[src/rtl/ring_cnt_pkg.sv]
// Shared types and helpers for the display-scan ring counter family.
package ring_cnt_pkg;

  localparam int unsigned MAX_BITS = 16;

  typedef enum logic {
    BLANK = 1'b0,
    RUN   = 1'b1
  } ring_state_e;

  // Out-of-range lengths fall back to the full ring.
  function automatic int unsigned eff_len(input int unsigned len, input int unsigned bits_num);
    return ((len >= 1) && (len <= bits_num)) ? len : bits_num;
  endfunction

  function automatic logic [MAX_BITS-1:0] onehot(input int unsigned idx, input logic act,
                                                 input int unsigned bits_num);
    logic [MAX_BITS-1:0] v;
    v = {MAX_BITS{~act}};
    for (int unsigned i = 0; i < MAX_BITS; i++) begin
      if ((i == idx) && (i < bits_num)) v[i] = act;
    end
    return v;
  endfunction

endpackage

[src/rtl/ring_scan_cnt_if.sv]
// Control and select bus between the refresh logic and the ring counter.
interface ring_scan_cnt_if #(
  parameter int unsigned BITS_NUM = 8,
  parameter int unsigned IDX_W    = $clog2(BITS_NUM)
);
  logic                CE;
  logic                DIR;
  logic [IDX_W:0]      LEN;
  logic                LOAD;
  logic [IDX_W-1:0]    LOAD_IDX;
  logic [BITS_NUM-1:0] Q;
  logic [IDX_W-1:0]    IDX;
  logic                TC;

  modport master (output CE, DIR, LEN, LOAD, LOAD_IDX, input Q, IDX, TC);
  modport slave  (input CE, DIR, LEN, LOAD, LOAD_IDX, output Q, IDX, TC);
endinterface

[src/rtl/ce_prescaler.sv]
// Divides a clock-enable stream: STEP fires on every PRESC_DIV-th CE pulse.
module ce_prescaler #(
  parameter int unsigned PRESC_DIV = 1
) (
  input  logic CLK,
  input  logic CLR_N,
  input  logic CE,
  input  logic CLR_CNT,
  output logic STEP
);
  localparam int unsigned CNT_W = (PRESC_DIV > 1) ? $clog2(PRESC_DIV) : 1;
  localparam logic [CNT_W-1:0] TERM = CNT_W'(PRESC_DIV - 1);

  logic [CNT_W-1:0] pc_q, pc_d;

  always_ff @(posedge CLK) begin
    if (!CLR_N) pc_q <= '0;
    else        pc_q <= pc_d;
  end

  // STEP is combinational so the counter can act on it in the same cycle.
  always_comb begin
    STEP = CE && (pc_q == TERM);
    pc_d = pc_q;
    if (CLR_CNT)  pc_d = '0;
    else if (CE)  pc_d = STEP ? '0 : pc_q + CNT_W'(1);
  end
endmodule

[src/rtl/ring_scan_cnt.sv]
// Programmable-length up/down one-hot ring counter with prescaler and blank state.
module ring_scan_cnt #(
  parameter int unsigned BITS_NUM  = 8,
  parameter logic        ACT_STATE = 1'b1,
  parameter int unsigned IDX_W     = $clog2(BITS_NUM),
  parameter int unsigned PRESC_DIV = 1
) (
  input  logic           CLK,
  input  logic           CLR_N,
  ring_scan_cnt_if.slave bus
);
  import ring_cnt_pkg::*;

  localparam int unsigned LEN_W = IDX_W + 1;

  ring_state_e         state_q, state_d;
  logic [IDX_W-1:0]    idx_q, idx_d, el_m1;
  logic [LEN_W-1:0]    el_c, idx_ext;
  logic [BITS_NUM-1:0] q_q, q_d;
  logic                tc_q, tc_d;
  logic                step;

  ce_prescaler #(.PRESC_DIV(PRESC_DIV)) u_presc (
    .CLK     (CLK),
    .CLR_N   (CLR_N),
    .CE      (bus.CE),
    .CLR_CNT (bus.LOAD),
    .STEP    (step)
  );

  always_ff @(posedge CLK) begin
    if (!CLR_N) begin
      state_q <= BLANK;
      idx_q   <= '0;
      q_q     <= {BITS_NUM{~ACT_STATE}};
      tc_q    <= 1'b0;
    end else begin
      state_q <= state_d;
      idx_q   <= idx_d;
      q_q     <= q_d;
      tc_q    <= tc_d;
    end
  end

  // Next state: LOAD beats step; idx beyond a shrunk length is pulled back in.
  always_comb begin
    state_d = state_q;
    idx_d   = idx_q;
    tc_d    = 1'b0;
    el_c    = LEN_W'(eff_len(32'(bus.LEN), BITS_NUM));
    el_m1   = IDX_W'(el_c - LEN_W'(1));
    idx_ext = {1'b0, idx_q};

    if (bus.LOAD) begin
      state_d = RUN;
      idx_d   = ({1'b0, bus.LOAD_IDX} < el_c) ? bus.LOAD_IDX : '0;
    end else if (step) begin
      if (state_q == BLANK) begin
        state_d = RUN;
        idx_d   = '0;
      end else if (!bus.DIR) begin
        if (idx_ext >= (el_c - LEN_W'(1))) begin
          idx_d = '0;
          tc_d  = 1'b1;
        end else begin
          idx_d = idx_q + IDX_W'(1);
        end
      end else begin
        if (idx_q == '0) begin
          idx_d = el_m1;
          tc_d  = 1'b1;
        end else if (idx_ext >= el_c) begin
          idx_d = el_m1;
        end else begin
          idx_d = idx_q - IDX_W'(1);
        end
      end
    end

    q_d = (state_d == RUN) ? BITS_NUM'(onehot(32'(idx_d), ACT_STATE, BITS_NUM))
                           : {BITS_NUM{~ACT_STATE}};
  end

  assign bus.Q   = q_q;
  assign bus.IDX = idx_q;
  assign bus.TC  = tc_q;
endmodule
[src/flat_wrapper.sv]
// flat-port wrapper written by rule: the top's interface ports become plain ports
module ring_scan_cnt_flat import ring_cnt_pkg::*;
#(
  parameter int unsigned BITS_NUM  = 8,
  parameter logic        ACT_STATE = 1'b1,
  parameter int unsigned IDX_W     = $clog2(BITS_NUM),
  parameter int unsigned PRESC_DIV = 1
)
  (CLK, CLR_N, bus_CE, bus_DIR, bus_LEN, bus_LOAD, bus_LOAD_IDX, bus_Q, bus_IDX, bus_TC);
  ring_scan_cnt_if #(.BITS_NUM(BITS_NUM), .IDX_W(IDX_W)) bus_i ();
  input  logic CLK;
  input  logic CLR_N;
  input wire logic [$bits(bus_i.CE)-1:0] bus_CE;
  input wire logic [$bits(bus_i.DIR)-1:0] bus_DIR;
  input wire logic [$bits(bus_i.LEN)-1:0] bus_LEN;
  input wire logic [$bits(bus_i.LOAD)-1:0] bus_LOAD;
  input wire logic [$bits(bus_i.LOAD_IDX)-1:0] bus_LOAD_IDX;
  output wire logic [$bits(bus_i.Q)-1:0] bus_Q;
  output wire logic [$bits(bus_i.IDX)-1:0] bus_IDX;
  output wire logic [$bits(bus_i.TC)-1:0] bus_TC;
  assign bus_i.CE = bus_CE;
  assign bus_i.DIR = bus_DIR;
  assign bus_i.LEN = bus_LEN;
  assign bus_i.LOAD = bus_LOAD;
  assign bus_i.LOAD_IDX = bus_LOAD_IDX;
  assign bus_Q = bus_i.Q;
  assign bus_IDX = bus_i.IDX;
  assign bus_TC = bus_i.TC;
  ring_scan_cnt #(.BITS_NUM(BITS_NUM), .ACT_STATE(ACT_STATE), .IDX_W(IDX_W), .PRESC_DIV(PRESC_DIV)) u_core (.CLK(CLK), .CLR_N(CLR_N), .bus(bus_i));
endmodule
[config.mk]
export PLATFORM = sky130hd
export DESIGN_NAME = ring_scan_cnt_flat
export DESIGN_NICKNAME = d
export VERILOG_FILES = /design/src/rtl/ring_cnt_pkg.sv /design/src/rtl/ring_scan_cnt_if.sv /design/src/rtl/ce_prescaler.sv /design/src/rtl/ring_scan_cnt.sv /design/src/flat_wrapper.sv
export SDC_FILE = /design/constraint.sdc
export NUM_CORES = 1
export LEC_CHECK = 0
export CORE_UTILIZATION = 50
export CTS_CLUSTER_DIAMETER = 50
export DETAILED_ROUTE_END_ITERATION = 16
export DONT_BUFFER_PORTS = 1
export GPL_ROUTABILITY_DRIVEN = 0
export GPL_TIMING_DRIVEN = 0
export PLACE_DENSITY_LB_ADDON = 0.2
export SYNTH_ARGS = -nofsm -noshare
export SYNTH_HDL_FRONTEND = slang
export SYNTH_HIERARCHICAL = 1
export SYNTH_SLANG_ARGS = --single-unit
[constraint.sdc]
create_clock -name CLK -period 3 [get_ports CLK]
set_clock_uncertainty 0.05 [all_clocks]
set_input_delay 0.15 -clock CLK [delete_from_list [all_inputs] [get_ports CLK]]
set_output_delay 0.15 -clock CLK [all_outputs]
set_load 0.02 [all_outputs]
# Yosys cells after proc, flatten, opt, wreduce, memory -nomap -nowiden
# Index checks and enable logic that the tools add are counted.
[word_totals] output_inout_bits=12 in_bits=12 reg_bits=14
[classes] mux=23 n_addsub=4 n_reduce_logical=7 n_lt_le_gt_ge=5 n_bitwise=4 n_eq_ne=7
[op_table] op="$mux 3" n=8
[op_table] op="$mux 1" n=14
[op_table] op="$eq 3x3->1 const A" n=4
[op_table] op="$ge 3x4->1" n=2
[op_table] op="$eq 2x3->1 const A" n=2
[op_table] op="$logic_not 3->1" n=2
[op_table] op="$ge 4x1->1 const B" n=1
[op_table] op="$le 4x4->1 const B" n=1
[op_table] op="$lt 3x4->1" n=1
[op_table] op="$mux 4" n=1
[op_table] op="$not 1->1" n=4
[op_table] op="$reduce_or 4->1" n=1
[op_table] op="$sub 4x1->4 const B" n=1
[op_table] op="$add 3x1->3 const B" n=1
[op_table] op="$eq 1x3->1 const A" n=1
[op_table] op="$sub 3x1->3 const B" n=1
[op_table] op="$logic_and 1x1->1" n=2
[op_table] op="$reduce_and 2->1" n=1
[op_table] op="$reduce_or 2->1" n=1
[op_table] op="$add 1x1->1 const B" n=1

# Depth between registers and ports, before layout
[logic_depth] word_depth=12 mapped_depth=10 depth_no_buf=10

# Hierarchy
# The synthesis kept the hierarchy.
[modules_own_cells] module="ring_scan_cnt" n_inst=1 cells_per_inst=110 area_per_inst_um2=955.9
[modules_own_cells] module="ce_prescaler" n_inst=1 cells_per_inst=3 area_per_inst_um2=38.8

# Worst setup path after synthesis
# No wires, ideal clock.
[synth_path] path_type="flip-flop to flip-flop" start="register u_core.idx_q[0] (netlist: u_core/bus.IDX[0])" end="register u_core.idx_q[2] (netlist: u_core/bus.IDX[2])" path_slack_ns=0.674 synth_period_minus_slack_ns=2.326 stages_incl_launch_ff=9 arrival_time_ns=2.161 path_buffers=0 t_required_ns=2.835 setup_time_ns=0.115 path_cell_list="dfxtp_1 -> inv_1 -> ha_1 -> and2_1 -> o21ai_1 -> and2_4 -> or3_4 -> a311o_1 -> and3_1"
[synth_via] elab_chain_len=7 word_cells_on_any_way=12
[synth_rtl] item="start: declaration" line_no="ring_scan_cnt.sv:17" source="logic [IDX_W-1:0] idx_q, idx_d, el_m1;"
[synth_rtl] item="start signal: assignment" line_no="ring_scan_cnt.sv:39" source="idx_q <= idx_d;"
[synth_rtl] item="$ge 3x4->1 or $sub 3x1->3 (tied branches)" line_no="ring_scan_cnt.sv:72, ring_scan_cnt.sv:75"
[synth_rtl] item="$mux 3" line_no="ring_scan_cnt.sv:72" source="end else if (idx_ext >= el_c) begin"
[synth_rtl] item="$mux 3" line_no="ring_scan_cnt.sv:69" source="if (idx_q == '0) begin"
[synth_rtl] item="$mux 3 (*)" line_no="ring_scan_cnt.sv:61" source="end else if (!bus.DIR) begin"
[synth_rtl] item="$mux 3 (*)" line_no="ring_scan_cnt.sv:58" source="if (state_q == BLANK) begin"
[synth_rtl] item="$mux 3 (*)" line_no="ring_scan_cnt.sv:57" source="end else if (step) begin"
[synth_rtl] item="$mux 3 (*)" line_no="ring_scan_cnt.sv:54" source="if (bus.LOAD) begin"
# Every way passes the cells marked *; elsewhere a longest branch is shown, timed or not.
# A chain may end at the register's enable or synchronous reset.

# Worst setup path after layout
# Ends and elaborated chain as after synthesis.

==> out/results.txt <==
Area growth, synth to finish: 7.80%
Setup Total Neg Slack: 0 ns
Synth Area in Compound Gates: 19.9%
CP Capture Point: u_core/bus.IDX[2]
Slew @ Worst Pin: 0.564 ns
Root Buffer: clkbuf_4
Critical path type: register to register
Max-slew headroom: 61.9%
Pleak: 0.425 nW
RSZ-0062 raised after global routing: no
Mapped Area: 995 sq um
Synth Area in XOR/XNOR: 2.64%
Die H: 46.6 microns
Commonest non-fill, non-tap cell in the layout: dfxtp_1
R2r setup slk: 0.48 ns
Highest cell delay on the worst timing path: 0.53 ns
Post-route ant nets: 0
Top post-synthesis cells by area: dfxtp_1, ha_1, a21oi_1
Crit-path cells: inv_1, ha_1, and2_1, o21ai_1, and2_4, or3_4, a311o_1, and3_1
Post-CTS Setup Inserts: 0
Synth Area in Adders: 15.1%
Final hold vios: 0
Crit path arrival time: 2.64 ns
Number of port buffers: 0
TritonCTS Buffers: 3
Share of cells above drive strength 1: 11.0%
Clock latency on the worst-skew pair: 0.27 ns
CTS-repair resized insts: 0
Mux share of post-synthesis cell area: 3.14%
Critical path fanouts, max: 6
Worst setup EP type: register
Yosys warnings: 6
Seq/Total Area, Yosys: 28.2%
Die area: 2170 sq um
Startpoint Class: register
Clock tree sinks: 14
Internal power: 0.318 mW
Drt drc: 0
Crit. Startpoint: u_core/bus.IDX[0]
Switching Share: 30.7%
Ant. Diodes: 0
NetSw: 0.141 mW
R2r startpoint: u_core/bus.IDX[0]
Post-DR vias/cell: 5.97
Initial DRC count: 14
Comb power frac: 25.1%
Initial antenna violation count: 0
Post-synth ARST share: 0%
Avg Cell Area, Syn: 8.80 sq um
Largest net degree at the start of global routing: 11
Die width: 46.6 microns
DRT Wirelength: 1990 microns
Number of detailed-route iterations in the first pass: 6
Detailed Place HPWL: 1610 microns
Period utilization: 83.9%
Pwr per Cell Area: 429 nW/um^2
Area fraction of the dominant cell type after synthesis: 28.2%
Max stage delay cell, worst path: dfxtp_1
R2r worst-path depth: 8
Gr ovfl total: 0
Dominant synthesized flop cell: dfxtp_1
GR Util All Layers: 21.3%
Post-Synth Simple-Gate Area: 28.3%
H-tree depth: 1
HP Class: input port to register
I/O pin count: 24
Fmax: 0.397 GHz
First-pass GRT wire length: 3240 microns
Seq pwr share: 46.7%
Clock period minus worst slack: 2.52 ns
Core area: 1800 sq um
# rows: 15
Synth unique cells: 41
Hold path depth: 2
Reg2reg end: u_core/bus.IDX[2]
VDD IR-drop max: 0.376 mV
Wire length per cell: 13.9 microns
Vias in the first global route: 775
Cells after Synth: 113
Syn Nets: 137
Leading cell types in the layout, fill and taps excluded: dfxtp_1, ha_1, a21oi_1
Slew Viols, Final: 0
Total Nets Final: 143
Largest family of logic cells by synthesized area: simple AND/OR/NAND/NOR gates
Initial Utilization: 55.2%
Post-synthesis register bit count: 14
Clock network power share: 28.2%
Clock Pin Slew Worst Setup and Hold Paths: 0.08 ns
Via count: 853
Post-CTS Hold Fix Bufs: 1
Clk buf depth: 2
CTS tree: done
Synth area leader: dfxtp_1
Status: finished clean
EDFF count, synth: 0
Fillers: 166
Max Cap Violations: 0
Final setup fails: 0
Final Util: 59.5%
CP required: 3.12 ns
[power by group through the flow]
| stage | Clock (mW) | Sequential (mW) | Combinational, mW |
|---|---|---|---|
| finish | 0.130 | 0.215 | 0.115 |
| global route | 0.147 | 0.217 | 0.131 |
| CTS | 0.134 | 0.215 | 0.114 |
| detailed placement | 0 | 0.219 | 0.113 |
| global placement | 0 | 0.219 | 0.109 |
| floorplan | 0 | 0.216 | 0.0929 |
[layer usage]
layer	track usage [%]	share of wire, %	vias to the layer above
met3	7.06	8.2	2
met4	4.12	1.3	0
met1	28.3	47	386
li1	-	-	433
met5	0	0	-
met2	33.1	44	32
[cell usage after synthesis (3+ instances only)]
master	number
a21oi_1	10
dfxtp_1	14
inv_1	5
nand3_1	5
nor3_1	6
o21ai_1	3
nand2b_1	4
ha_1	12
nand2_1	9
nor2b_1	5
[cell families after synthesis]
kind of cell             count (synthesis)
adder cells (fa/ha/maj)                 12
multiplexers                             3
AO/OA/AOI/OAI                           28
flip-flops                              14
buffers and inverters                    7
XOR/XNOR                                 3
AND/OR/NAND/NOR                         46
[how the worst min path moves through the flow]
| stage | from | endpoint | slack (ns) |
|---|---|---|---|
| final | CLR_N | u_core/state_q | 0.02 |
| after global routing | CLR_N | u_core/state_q | 0.01 |
| after CTS | CLR_N | u_core/state_q | 0.003 |
| after detailed placement | CLR_N | u_core/bus.IDX[0] | 0.24 |
| after global placement | CLR_N | u_core/bus.IDX[0] | 0.24 |
| after floorplan | CLR_N | u_core/bus.IDX[0] | 0.23 |
[worst max-delay path, delay by kind of cell, from the launching register on]
family | cells | cell delay, ns
flip-flops | 1 | 0.53
adder cells (fa/ha/maj) | 1 | 0.33
AO/OA/AOI/OAI | 2 | 0.48
AND/OR/NAND/NOR | 4 | 0.86
buffers and inverters | 1 | 0.16
[registers in the layout, summed over array words and instances, names as in the netlist]
signal               count
u_core/bus.Q             8
u_core/bus.IDX           3
u_core/bus.TC            1
u_core/state_q           1
u_core/u_presc/pc_q      1
[area by class of cell]
class                   instances  area [sq um]  share of cell area, %
plain buffers                   2          8.76                  0.817
multi-input cells              92           687                   64.1
repair buffers                  1          10.0                  0.933
flip-flops and latches         14           280                   26.1
inverters                       5          18.8                   1.75
clock buffers                   4          36.3                   3.38
well taps                      25          31.3                   2.92
[per-stage QoR]
stage	instance area (sq um)	total power [mW]	hold slack, ns	cells	setup WS (ns)
final	1070	0.460	0.0208	143	0.483
after global routing	1070	0.494	0.0131	143	0.329
after CTS	1070	0.463	0.00340	143	0.489
after detailed placement	1030	0.332	0.244	138	0.493
after global placement	1030	0.328	0.242	138	0.522
after floorplan	995	0.309	0.228	113	0.674
No activity file was read; power rests on OpenSTA's default activity.
